[src/rtl/instr_fetch_if.sv]
// Instruction bus between the fetch stage (master) and instruction memory (slave).
interface instr_fetch_if;
    logic        req;
    logic [31:0] addr;
    logic        ack;
    logic [31:0] rdata;
    logic        err;

    modport master (
        output req,
        output addr,
        input  ack,
        input  rdata,
        input  err
    );

    modport slave (
        input  req,
        input  addr,
        output ack,
        output rdata,
        output err
    );
endinterface

[src/rtl/instr_fetch.sv]
// Instruction fetch stage: owns the fetch PC, keeps at most one bus read in
// flight and buffers returned words in a small prefetch FIFO for decode.
module instr_fetch #(
    parameter logic [31:0] RESET_PC   = 32'h0000_0000,
    parameter int unsigned FIFO_DEPTH = 2
) (
    input  logic                i_clk,
    input  logic                i_rst,
    input  logic                i_Stall,
    input  logic                i_Redirect,
    input  logic [31:0]         i_Redirect_PC,
    instr_fetch_if.master       ibus,
    output logic [31:0]         o_Instr,
    output logic [31:0]         o_PC,
    output logic                o_Valid,
    output logic                o_Fetch_err
);

    localparam int unsigned PTR_W = $clog2(FIFO_DEPTH);
    localparam int unsigned CNT_W = $clog2(FIFO_DEPTH + 1);
    localparam logic [CNT_W-1:0] DEPTH_C = CNT_W'(FIFO_DEPTH);
    localparam logic [31:0] NOP = 32'h0000_0013;

    typedef enum logic [1:0] {
        IDLE  = 2'd0,
        REQ   = 2'd1,
        DRAIN = 2'd2,
        HALT  = 2'd3
    } state_t;

    typedef struct packed {
        logic [31:0] pc;
        logic [31:0] instr;
        logic        err;
    } entry_t;

    state_t             state;
    logic [31:0]        fpc;
    logic [31:0]        last_pc;
    logic [PTR_W-1:0]   rd_ptr;
    logic [PTR_W-1:0]   wr_ptr;
    logic [CNT_W-1:0]   count;
    entry_t             fifo_q [FIFO_DEPTH];

    logic               push;
    logic               pop;
    logic [CNT_W-1:0]   cnt_next;
    logic [31:0]        redir_pc;
    logic [31:0]        fpc_inc;
    entry_t             head;

    // Handshake decode; a redirect beats both push and pop
    always_comb begin
        redir_pc = i_Redirect_PC & ~32'h0000_0003;
        fpc_inc  = fpc + 32'd4;
        push     = (state == REQ) && ibus.ack && !i_Redirect;
        pop      = o_Valid && !i_Stall && !i_Redirect;
        cnt_next = count;
        if (push && !pop) begin
            cnt_next = count + CNT_W'(1);
        end else if (!push && pop) begin
            cnt_next = count - CNT_W'(1);
        end
    end

    // Prefetch storage; occupancy is tracked separately so no reset is needed
    always_ff @(posedge i_clk) begin
        if (push) begin
            fifo_q[wr_ptr] <= '{pc: fpc, instr: ibus.rdata, err: ibus.err};
        end
    end

    // FIFO pointers/occupancy; a redirect flushes everything
    always_ff @(posedge i_clk) begin
        if (i_rst || i_Redirect) begin
            rd_ptr <= '0;
            wr_ptr <= '0;
            count  <= '0;
        end else begin
            if (push) begin
                wr_ptr <= wr_ptr + PTR_W'(1);
            end
            if (pop) begin
                rd_ptr <= rd_ptr + PTR_W'(1);
            end
            count <= cnt_next;
        end
    end

    // Remember the most recent head PC so o_PC holds when the FIFO is empty
    always_ff @(posedge i_clk) begin
        if (i_rst) begin
            last_pc <= RESET_PC;
        end else if (o_Valid) begin
            last_pc <= head.pc;
        end
    end

    // Fetch FSM: fetch PC, bus request and address; during DRAIN fpc holds the target
    always_ff @(posedge i_clk) begin
        if (i_rst) begin
            state     <= IDLE;
            fpc       <= RESET_PC;
            ibus.req  <= 1'b0;
            ibus.addr <= RESET_PC;
        end else begin
            if (i_Redirect) begin
                fpc <= redir_pc;
            end else if (push) begin
                fpc <= fpc_inc;
            end

            case (state)
                IDLE: begin
                    if (i_Redirect) begin
                        state     <= REQ;
                        ibus.req  <= 1'b1;
                        ibus.addr <= redir_pc;
                    end else if (count < DEPTH_C) begin
                        state     <= REQ;
                        ibus.req  <= 1'b1;
                        ibus.addr <= fpc;
                    end
                end
                REQ: begin
                    if (i_Redirect) begin
                        if (ibus.ack) begin
                            ibus.addr <= redir_pc;
                        end else begin
                            state <= DRAIN;
                        end
                    end else if (ibus.ack) begin
                        if (ibus.err) begin
                            state    <= HALT;
                            ibus.req <= 1'b0;
                        end else if (cnt_next < DEPTH_C) begin
                            ibus.addr <= fpc_inc;
                        end else begin
                            state    <= IDLE;
                            ibus.req <= 1'b0;
                        end
                    end
                end
                DRAIN: begin
                    if (ibus.ack) begin
                        state     <= REQ;
                        ibus.addr <= i_Redirect ? redir_pc : fpc;
                    end
                end
                HALT: begin
                    if (i_Redirect) begin
                        state     <= REQ;
                        ibus.req  <= 1'b1;
                        ibus.addr <= redir_pc;
                    end
                end
                default: begin
                    state    <= IDLE;
                    ibus.req <= 1'b0;
                end
            endcase
        end
    end

    // Decode-facing view of the FIFO head; faulted or absent entries show NOP
    always_comb begin
        head        = fifo_q[rd_ptr];
        o_Valid     = (count != '0);
        o_Fetch_err = o_Valid && head.err;
        o_Instr     = (o_Valid && !head.err) ? head.instr : NOP;
        o_PC        = o_Valid ? head.pc : last_pc;
    end

endmodule

[src/flat_wrapper.sv]
// flat-port wrapper written by rule: the top's interface ports become plain ports
module instr_fetch_flat 
#(
    parameter logic [31:0] RESET_PC   = 32'h0000_0000,
    parameter int unsigned FIFO_DEPTH = 2
)
  (i_clk, i_rst, i_Stall, i_Redirect, i_Redirect_PC, o_Instr, o_PC, o_Valid, o_Fetch_err, ibus_req, ibus_addr, ibus_ack, ibus_rdata, ibus_err);
  instr_fetch_if ibus_i ();
  input  logic i_clk;
  input  logic i_rst;
  input  logic i_Stall;
  input  logic i_Redirect;
  input  logic [31:0] i_Redirect_PC;
  output logic [31:0] o_Instr;
  output logic [31:0] o_PC;
  output logic o_Valid;
  output logic o_Fetch_err;
  output wire logic [$bits(ibus_i.req)-1:0] ibus_req;
  output wire logic [$bits(ibus_i.addr)-1:0] ibus_addr;
  input wire logic [$bits(ibus_i.ack)-1:0] ibus_ack;
  input wire logic [$bits(ibus_i.rdata)-1:0] ibus_rdata;
  input wire logic [$bits(ibus_i.err)-1:0] ibus_err;
  assign ibus_req = ibus_i.req;
  assign ibus_addr = ibus_i.addr;
  assign ibus_i.ack = ibus_ack;
  assign ibus_i.rdata = ibus_rdata;
  assign ibus_i.err = ibus_err;
  instr_fetch #(.RESET_PC(RESET_PC), .FIFO_DEPTH(FIFO_DEPTH)) u_core (.i_clk(i_clk), .i_rst(i_rst), .i_Stall(i_Stall), .i_Redirect(i_Redirect), .i_Redirect_PC(i_Redirect_PC), .ibus(ibus_i), .o_Instr(o_Instr), .o_PC(o_PC), .o_Valid(o_Valid), .o_Fetch_err(o_Fetch_err));
endmodule
[config.mk]
export PLATFORM = sky130hd
export DESIGN_NAME = instr_fetch_flat
export DESIGN_NICKNAME = d
export VERILOG_FILES = /design/src/rtl/instr_fetch_if.sv /design/src/rtl/instr_fetch.sv /design/src/flat_wrapper.sv
export SDC_FILE = /design/constraint.sdc
export NUM_CORES = 1
export LEC_CHECK = 0
export ABC_AREA = 1
export BUFFER_PORTS_ARGS = -buffer_cell sky130_fd_sc_hd__buf_2
export CAP_MARGIN = 15
export CORE_UTILIZATION = 41
export CTS_CLUSTER_DIAMETER = 120
export DETAILED_ROUTE_END_ITERATION = 8
export PLACE_DENSITY = 0.69
export SETUP_SLACK_MARGIN = 0.3
export SYNTH_ARGS = -nofsm -noshare
export SYNTH_HDL_FRONTEND = slang
export SYNTH_SLANG_ARGS = --single-unit
[constraint.sdc]
create_clock -name i_clk -period 5.2 [get_ports i_clk]
set_clock_uncertainty 0.15 [all_clocks]
set_input_delay 1.04 -clock i_clk [delete_from_list [all_inputs] [get_ports i_clk]]
set_output_delay 1.04 -clock i_clk [all_outputs]
set_load 0.02 [all_outputs]
==> impl_metrics.csv, run 1 <==
group,metric,value,unit
worst_setup_path,start_kind,"flip-flop",
layout,antenna_cells,0,
clock_tree,cts_tree,"built",
worst_setup_path,rr_worst_depth,15,
layout,multi_input_area,3978,um2
synthesis,syn-instance-count,1253,
timing,setup_tns,0,ns
pwr,p_total,4.854,mW
timing,layout_min_cycle_time,3.843,ns
pwr,powerDensity,387.8,nW/um2
worst_hold_path,hold_end,"u_core.last_pc[1]",
synthesis,synth_ff_type,"edfxtp_1",
synthesis,synth.distinct_cells,44,
worst_setup_path,arrival,2.65,ns
place,gp_congestion,0.8499,
clock_tree,numCtsBuffers,25,
synthesis,ys_ff_latch,226,
floorplanning,initial_utilization,0.4207,
floorplanning,rows,58,
global_route,grt_pass1_vias,7921,
worst_setup_path,r2r_setup_slack,1.75,ns
clock_tree,cts_buffer_depth,3,
routing,wl,25440,um
timing,holdWs,0.3000,ns
clock_tree,path_clk_slew,0.06,ns
timing,worst_slew_pin_slew,1.106,ns
clock_tree,clock-sinks,226,
layout,n_fill_cell,2427,
clock_tree,post_cts_resize_count,0,
timing,setup_viol,0,
worst_setup_path,path_max_fanout,30,
layout,nets,1467,
timing,hold_viol,0,
clock_tree,cts_setup_buffers,0,
layout,drive_gt1_frac,0.1962,
layout,regArea,5787,um2
worst_setup_path,cp-end-kind,"output port",
routing,vias,8552,
synthesis,synth_area_per_cell,8.529,um2
routing,drtIter0Drc,604,
worst_hold_path,holdPathStages,2,
global_route,grt_first_pass_wirelength,40720,um
floorplanning,die-area,26710,um2
global_route,antenna_found_initial,0,
routing,drc,0,
clock_tree,postCtsHoldBufs,0,
worst_setup_path,crit_type,"flip-flop to output port",
flow_run,drv_cap,0,
global_route,grt_overflow,0,
routing,drtPass1Iterations,7,
layout,layout_commonest_cell,"nand2_1",
clock_tree,cts-root-buf,"clkbuf_16",
place,port-buffer-count,164,
global_route,grt_use_total,0.1909,
pwr,power_leakage,5.162,nW
floorplanning,ioPinCount,169,
worst_hold_path,hold_path.class,"flip-flop to flip-flop",
place,dp_hpwl,16480,um
floorplanning,die_w,163.4,um
floorplanning,design.core.area,25400,um2
timing,fmax,260.2,MHz
timing,fin_crit_sh,0.7390,
synthesis,ys_warn_count,0,
timing,final_max_slew_viol_count,0,
routing,avgViaCountPerCell,4.923,
global_route,grt_max_degree,79,
layout,final_cell_mix,"nand2_1 (279), buf_2 (164), inv_1 (156)",
outcome,status,"finished, final reports clean",
layout,syn_to_final_growth,17.11,%
synthesis,syn-cell-area,10690,um2
synthesis,ys_seq_area_frac,0.5414,
timing,relSlewSlack,0.2607,
clock_tree,htree_levels,1,
timing,rsz0062_at_grt,"no",
routing,ant_nets,0,
synthesis,synth-edff-count,126,
floorplanning,fp.dieH,163.4,um
worst_setup_path,critPathRequiredTime,4.01,ns
clock_tree,clock_latency,0.52,ns
worst_hold_path,min_from,"u_core.last_pc[1]",
pwr,vdd_ir_drop_max,323.7,uV
synthesis,async_flop_share,0,
worst_setup_path,crit-reg2reg-launch,"u_core.state[1]",
worst_setup_path,r2r-end,"u_core.ibus.addr[25]",
routing,wire_per_inst,14.65,um
[metal layers]
layer  GRT usage  up-vias  routed length [um]
li1            -     4387                   -
met1      0.2658     3859               12020
met2      0.3003      267               11110
met3     0.03606       39                1834
met4     0.05523        0                 474
met5           0        -                   0
[cells by family (layout without fill, tap and decap cells)]
| group | after synthesis | count (layout) | synth area share |
|---|---|---|---|
| simple gates | 540 | 540 | 0.2227 |
| buf+inv | 228 | 381 | 0.08816 |
| flops | 226 | 226 | 0.5414 |
| compound gates | 246 | 246 | 0.1346 |
| fa+ha+maj | 8 | 8 | 0.009367 |
| mux | 1 | 1 | 0.0009367 |
| other cells | 1 | 2 | 0.0003509 |
| xor+xnor | 3 | 3 | 0.002459 |
[power by group]
part	total [mW]	leakage (nW)	internal [mW]	switching (mW)
Combinational	0.909	2.79	0.296	0.612
Sequential	2.17	1.97	2.06	0.116
Clock	1.77	0.398	1.09	0.687
Total	4.85	5.16	3.44	1.42
[registers in the layout, indices dropped and copies added (netlist names), named ones only]
| register | count |
|---|---|
| u_core.count | 2 |
| u_core.fifo_q | 126 |
| u_core.fpc | 30 |
| u_core.ibus.addr | 30 |
| u_core.ibus.req | 1 |
| u_core.last_pc | 32 |
| u_core.rd_ptr | 1 |
| u_core.state | 2 |
| u_core.wr_ptr | 1 |
[critical path, cell delays in order (launching register included)]
cell	delay [ns]
dfxtp_1	0.33
inv_2	0.06
ha_1	0.28
clkinv_1	0.12
nand2_1	0.82
inv_1	0.21
nand3_1	0.14
buf_2	0.17
[cell type report]
type	count	share of cell area
clock inverter	6	0.006299
multi-input combinational	800	0.3178
tap	330	0.03299
inverter	163	0.04949
sequential	226	0.4624
clock buffer	39	0.05999
timing repair buffer	173	0.07099
[worst max path at each step]
stage	start	slack (ns)	depth (start not counted)	endpoint
2_1_floorplan	i_Redirect	0.29	5	u_core.fifo_q[0][0]
3_3_place_gp	ibus_ack	1.73	13	u_core.ibus.addr[19]
3_5_place_dp	ibus_ack	1.64	13	u_core.ibus.addr[25]
4_1_cts	u_core.count[1]	1.28	7	o_Instr[0]
5_1_grt	u_core.count[1]	1.13	7	o_Instr[4]
6_report	u_core.count[1]	1.36	7	o_Instr[1]
[metrics by stage]
| stage | setup WS [ns] | area (um2) | util | cells |
|---|---|---|---|---|
| after floorplan | 0.2869 | 10690 | - | 1254 |
| after global placement | 1.727 | 11690 | 0.4600 | 1692 |
| after detailed placement | 1.641 | 11690 | 0.4600 | 1692 |
| after CTS | 1.280 | 12510 | 0.4927 | 1737 |
| after global routing | 1.129 | 12510 | 0.4927 | 1737 |
| final | 1.357 | 12510 | 0.4927 | 1737 |
[cells in the mapped netlist, drive strengths merged (2+ instances only)]
cell type  count  area (um2)
nand2        283        1077
inv          161       611.8
nor2         148       664.4
edfxtp       126        3784
dfxtp        100        2002
a21oi         92       475.5
o21ai         87       439.2
nand3         60       340.3
o211ai        40       315.3
clkbuf        37       158.9
or2           30       187.7
buf           28       163.9
nand4         12       75.07
a22o           8       70.07
ha             8       100.1
o21bai         8       60.06
nor3           7       35.03
a31oi          3       18.77
xnor2          3       26.28
a211oi         2       15.01
a21boi         2       15.02
clkinv         2       7.510
o31ai          2       15.01
Note: power is estimated with default switching activity, not from simulation.
==> run 2, diff against run 1 <==
Settings changed: PLACE_DENSITY 0.69 to 0.71.
Clock period 5.2 ns to 3.37 ns, I/O delays scaled along.
==> run 2 against run 1 <==
Compared with the run above: first-iteration DRC count rose by 30%; count of clock-buffer cells in the layout fell by 11; cell count rose by 0.35%; non-clock buffer count rose by 5; critical path depth rose by 1; utilization rose by 0.36 points; wire length rose by 1.4%; largest cell class unchanged; highest routed layer unchanged; die area did not move; combinational power rose by 57%; largest power group unchanged; sequential share of layout area fell by 0.34 points; sequential cell count did not move.
==> impl_metrics.csv, run 2 (synthesized netlist as in run 1, its figures left out) <==
group,metric,value,unit
worst_setup_path,rr_worst_depth,14,
worst_setup_path,start_kind,"flip-flop",
floorplanning,rows,58,
routing,wl,25800,um
floorplanning,fp.dieH,163.4,um
worst_setup_path,cpMaxStageDelayCell,"dfxtp_1",
floorplanning,die_w,163.4,um
global_route,grt_max_degree,78,
place,dp_hpwl,16840,um
layout,fin_util,0.4964,
timing,final_max_slew_viol_count,0,
layout,largest_reg_flops,126,
global_route,grt_use_total,0.1939,
clock_tree,postCtsHoldBufs,0,
timing,fmax,336.4,MHz
pwr,powerDensity,592.5,nW/um2
worst_setup_path,path_max_fanout,62,
timing,rsz0062_at_grt,"yes",
floorplanning,ioPinCount,169,
worst_setup_path,arrival,2.15,ns
routing,drc,0,
routing,ant_nets,0,
clock_tree,cts_tree,"built",
timing,worst_slew_pin_slew,0.8229,ns
worst_setup_path,worst_path_most_repeated_cell,"buf_12",
clock_tree,post_cts_resize_count,3,
clock_tree,cts_setup_buffers,0,
global_route,antenna_found_initial,0,
global_route,grt_first_pass_wirelength,41580,um
timing,relSlewSlack,0.4514,
clock_tree,clock_latency,0.53,ns
clock_tree,numCtsBuffers,25,
worst_setup_path,cp-end-kind,"output port",
routing,vias,8768,
routing,drtIter0Drc,788,
worst_setup_path,crit_chain,"inv_2 > ha_2 > clkinv_1 > buf_12 > nand2_1 > buf_12 > a21oi_1 > buf_2",
layout,drive_gt1_frac,0.2067,
clock_tree,clock-sinks,226,
clock_tree,cts_buffer_depth,3,
layout,top_regs,"u_core.fifo_q: 126 flops, u_core.last_pc: 32 flops",
pwr,power_leakage,5.190,nW
worst_hold_path,min_from,"ibus_rdata[21]",
worst_setup_path,slowest_delay,0.37,ns
layout,n_fill_cell,2389,
timing,hold_viol,0,
place,dp_cells,1697,
routing,wire_per_inst,14.80,um
layout,final_cell_mix,"nand2_1 (279), buf_2 (164), inv_1 (157)",
global_route,grt_pass1_vias,8287,
layout,layoutNonFillerInstCount,1743,
worst_setup_path,r2r-end,"u_core.ibus.addr[25]",
clock_tree,cts-root-buf,"clkbuf_16",
worst_setup_path,r2r_setup_slack,0.54,ns
worst_setup_path,cp_num_buf_inv,5,
floorplanning,design.core.area,25400,um2
flow_run,drv_cap,0,
worst_setup_path,cpLargestDelayFamily,"buffers and inverters",
clock_tree,path_clk_slew,0.06,ns
timing,setup_viol,0,
layout,layout_commonest_cell,"nand2_1",
outcome,status,"finished, final reports clean",
worst_setup_path,critPathRequiredTime,2.55,ns
worst_hold_path,holdPathStages,1,
routing,drtPass1Iterations,6,
global_route,grt_overflow,0,
layout,antenna_cells,0,
layout,nets,1472,
floorplanning,die-area,26710,um2
place,port-buffer-count,164,
routing,avgViaCountPerCell,5.030,
pwr,p_total,7.470,mW
worst_setup_path,crit_type,"flip-flop to output port",
worst_setup_path,crit-reg2reg-launch,"u_core.state[1]",
worst_hold_path,hold_end,"u_core.fifo_q[0][22]",
clock_tree,htree_levels,1,
layout,syn_to_final_growth,17.97,%
timing,layout_min_cycle_time,2.973,ns
floorplanning,initial_utilization,0.4207,
layout,regMostFlops,"u_core.fifo_q",
place,gp_congestion,0.8638,
pwr,vdd_ir_drop_max,494.2,uV
worst_hold_path,hold_path.class,"primary input to flip-flop",
timing,holdWs,0.1863,ns
timing,fin_crit_sh,0.8821,
==> run 2: changes by cell type in the layout (fill, tap and decap cells not counted), sizes merged <==
cell	previous run	this run
clkinv	4	8
clkbuf	39	28
inv	162	164
buf	173	178
clkinvlp	1	7
==> run 2: worst register-to-register path, cell delays in order, from the launching register on <==
cell and delay [ns]:
dfxtp_1 0.32, inv_1 0.10, ha_1 0.18, nand2_1 0.11, nor2_1 0.24, inv_1 0.18
ha_1 0.25, a21oi_1 0.15, a21boi_1 0.09, nand2_1 0.13, nand3_2 0.24, nand2_8 0.35
nand2_1 0.11, nand2_1 0.08, a21oi_2 0.04
==> run 2: worst max path at each step <==
stage	from	end	slack (ns)	cells after the start
after floorplan	i_Redirect	u_core.fifo_q[1][0]	-0.14	5
after global placement	ibus_ack	u_core.ibus.addr[25]	0.37	13
after detailed placement	ibus_ack	u_core.ibus.addr[7]	0.25	13
after CTS	flip-flop	o_Instr[17]	0.30	5
after global routing	u_core.count[1]	o_Instr[10]	0.26	8
final	u_core.count[1]	o_Instr[17]	0.40	8
==> run 2: power by group <==
part | internal [mW] | leakage, nW | switching, mW
combinational | 0.468 | 2.83 | 0.961
clock | 1.55 | 0.385 | 1.13
sequential | 3.17 | 1.97 | 0.181
==> run 2: area by class of cell <==
type | count | area (um2) | area share
clock buffer | 28 | 646.9 | 0.05131
multi-input combinational | 800 | 3989 | 0.3164
timing repair buffer | 178 | 979.7 | 0.07771
inverter | 163 | 620.6 | 0.04923
clock inverter | 18 | 171.4 | 0.01360
tap | 330 | 412.9 | 0.03275
sequential | 226 | 5787 | 0.4590
==> run 2: metal layers <==
layer,GRT usage,part of all wire,vias up
li1,-,-,4401
met2,0.3145,0.46,322
met1,0.2640,0.45,4004
met4,0.05990,0.019,0
met3,0.03123,0.071,41
met5,0,0,-
==> run 2: stage by stage <==
stage               TNS, ns  instance area (um2)  setup slack, ns
floorplan            -16.29                10700          -0.1391
global placement          0                11760           0.3710
detailed placement        0                11760           0.2541
CTS                       0                12590           0.2973
global route              0                12610           0.2565
finish                    0                12610           0.3974
==> run 3, diff against run 2 <==
Settings changed: ABC_AREA 1 to unset.
==> run 3 against run 2 <==
Compared with the run above: fmax grew 0.22%; sequential share of layout area up 1.0 points; non-clock buffer count increased by 11; synthesized cell count fell by 23%; clock power decreased by 6%; first-iteration DRC count up 4.1%; cell area fell by 2.1%; wire length grew 2.3%; largest power group unchanged; cell count fell by 17%; sequential cell count unchanged.
==> impl_metrics.csv, run 3 <==
group,metric,value,unit
outcome,status,"finished, final reports clean",
worst_setup_path,worst_path_most_repeated_cell,"buf_12",
routing,drtIter0Drc,820,
synthesis,synth_top_cell_by_area,"edfxtp_1",
clock_tree,htree_levels,1,
layout,drive_gt1_frac,0.2377,
clock_tree,cts_buffer_depth,3,
layout,layout_commonest_cell,"buf_2",
floorplanning,die-area,26170,um2
synthesis,syn-cell-area,10470,um2
synthesis,syn-instance-count,961,
timing,relSlewSlack,0.4252,
synthesis,ys_warn_count,0,
layout,final_cell_mix,"buf_2 (164), edfxtp_1 (126), dfxtp_1 (99)",
synthesis,ys_seq_area_frac,0.5528,
synthesis,synth-edff-count,126,
worst_setup_path,crit_chain,"inv_1 > ha_2 > buf_12 > inv_2 > nand2_2 > buf_12 > nor2_1 > buf_2",
worst_setup_path,crit-reg2reg-launch,"u_core.count[1]",
synthesis,synth.area.top_cells,"edfxtp_1 (36%), dfxtp_1 (19%), mux2i_1 (6.6%), a21oi_1 (3.3%), nor2_1 (2.7%)",
worst_hold_path,min_from,"ibus_rdata[4]",
timing,setup_viol,0,
layout,antenna_cells,0,
worst_setup_path,path_max_fanout,32,
timing,worst_slew_pin_slew,0.8591,ns
timing,hold_viol,0,
timing,setup_slack,0.4038,ns
layout,fin_util,0.4916,
routing,drtPass1Iterations,5,
timing,layout_min_cycle_time,2.966,ns
pwr,powerDensity,527.1,nW/um2
synthesis,synth_most_common_cell,"edfxtp_1",
global_route,grt_max_degree,65,
place,dp_cells,1400,
global_route,grt_first_pass_wirelength,40290,um
synthesis,synth_area_per_cell,10.89,um2
clock_tree,cts-root-buf,"clkbuf_16",
worst_setup_path,arrival,2.14,ns
worst_setup_path,crit_type,"flip-flop to output port",
clock_tree,cts_tree,"built",
place,dp_hpwl,17180,um
floorplanning,design.core.area,25110,um2
synthesis,async_flop_share,0,
worst_hold_path,hold_path.class,"primary input to flip-flop",
pwr,power_leakage,4.509,nW
layout,nets,1175,
routing,wl,26390,um
timing,holdWs,0.2043,ns
clock_tree,clock_latency,0.51,ns
synthesis,synth_common_cells,"edfxtp_1 (126), dfxtp_1 (100), nor2_1 (76), mux2i_1 (69), a21oi_1 (68)",
global_route,grt_use_total,0.1941,
floorplanning,initial_utilization,0.4168,
timing,fin_crit_sh,0.8802,
routing,wire_per_inst,18.26,um
timing,final_max_slew_viol_count,0,
layout,top_regs,"u_core.fifo_q: 126 flops, u_core.last_pc: 32 flops",
synthesis,synth_ff_type,"edfxtp_1",
worst_setup_path,cp_num_buf_inv,5,
layout,largest_reg_flops,126,
synthesis,synth_top_cell_area_share,0.3615,
worst_setup_path,critPathRequiredTime,2.55,ns
routing,vias,8113,
layout,regMostFlops,"u_core.fifo_q",
timing,fmax,337.1,MHz
floorplanning,fp.dieH,161.8,um
place,port-buffer-count,164,
pwr,p_total,6.506,mW
flow_run,drv_cap,0,
worst_setup_path,start_kind,"flip-flop",
worst_setup_path,cp-end-kind,"output port",
timing,setup_tns,0,ns
layout,syn_to_final_growth,17.93,%
floorplanning,rows,58,
worst_setup_path,r2r-end,"u_core.ibus.addr[30]",
routing,drc,0,
global_route,grt_pass1_vias,7329,
floorplanning,die_w,161.8,um
worst_setup_path,rr_worst_depth,11,
synthesis,synth.distinct_cells,71,
global_route,antenna_found_initial,0,
place,pre_cts_slack,0.08090,ns
worst_setup_path,slowest_delay,0.39,ns
routing,ant_nets,0,
worst_hold_path,hold_end,"u_core.fifo_q[1][5]",
place,place_area,11530,um2
worst_hold_path,holdPathStages,1,
routing,avgViaCountPerCell,5.615,
clock_tree,clock-sinks,226,
global_route,grt_overflow,0,
pwr,vdd_ir_drop_max,360.1,uV
worst_setup_path,cpLargestDelayFamily,"buffers and inverters",
worst_setup_path,r2r_setup_slack,0.42,ns
timing,rsz0062_at_grt,"yes",
synthesis,ys_ff_latch,226,
floorplanning,ioPinCount,169,
worst_setup_path,cpMaxStageDelayCell,"dfxtp_1",
clock_tree,cts_setup_buffers,0,
clock_tree,numCtsBuffers,24,
clock_tree,path_clk_slew,0.06,ns
layout,layoutNonFillerInstCount,1445,
place,gp_congestion,0.8922,
layout,final_area,12340,um2
run 3: cell count changes in the layout (fill, tap and decap cells not counted), moves of 29 or more:
cell	delta
nand2_1	-222
mux2i_1	+68
nand3_1	-36
and2_1	+36
nor2_1	-58
or2_2	-29
o211ai_1	-33
inv_1	-142
o21ai_0	-36
run 3: per-layer routing:
layer  GRT usage  up-vias  part of all wire
li1            -     3829                 -
met1      0.2790     3876              0.45
met2      0.2987      365              0.44
met3     0.03703       43             0.087
met4     0.05103        0             0.023
met5           0        -                 0
run 3: layout make-up:
cell class	instances	area, um2
Multi-Input combinational cell	640	4238
Clock buffer	33	665.6
Inverter	16	60.06
Clock inverter	11	88.84
Timing Repair Buffer	189	1089
Tap cell	330	412.9
Sequential cell	226	5789
Fill cell	2349	12770
run 3: worst max-delay path by stage:
stage,cells after the start,startpoint,end,slack (ns)
global route,11,u_core.count[1],u_core.ibus.addr[19],0.29
CTS,8,u_core.count[1],o_Instr[17],0.30
finish,8,u_core.count[1],o_Instr[17],0.40
global placement,10,i_Redirect,u_core.ibus.addr[9],0.1
floorplan,12,ibus_ack,u_core.ibus.addr[29],0.24
detailed placement,10,i_Redirect,u_core.ibus.addr[9],0.08
run 3: worst register-to-register path: stages, from the launching register on:
cell and delay, ns:
dfxtp_1 0.39, inv_1 0.06, ha_2 0.25, or3_1 0.39
inv_1 0.10, ha_1 0.20, nor2b_1 0.07, o21ai_1 0.23
a21oi_2 0.12, nor2_4 0.43, buf_4 0.30, a311oi_1 0.13
run 3: power by group:
part | leakage (nW) | internal (mW) | switching [mW]
Combinational | 2.17 | 0.287 | 0.523
Sequential | 1.97 | 3.05 | 0.122
Clock | 0.369 | 1.46 | 1.06
Total | 4.51 | 4.80 | 1.70
run 3: cell families after synthesis:
group / share of synthesized area
AND/OR/NAND/NOR: 0.1604
flip-flops: 0.5528
AO/OA/AOI/OAI: 0.1322
buffers and inverters: 0.04471
multiplexers: 0.06814
XOR/XNOR: 0.03180
adder cells (fa/ha/maj): 0.009564
other: 0.0003583
run 3: what timing repair did:
item,CTS,global route
gates cloned,0,1
setup endpoints to repair,39,26
resized for setup,5,4
hold buffers,0,0
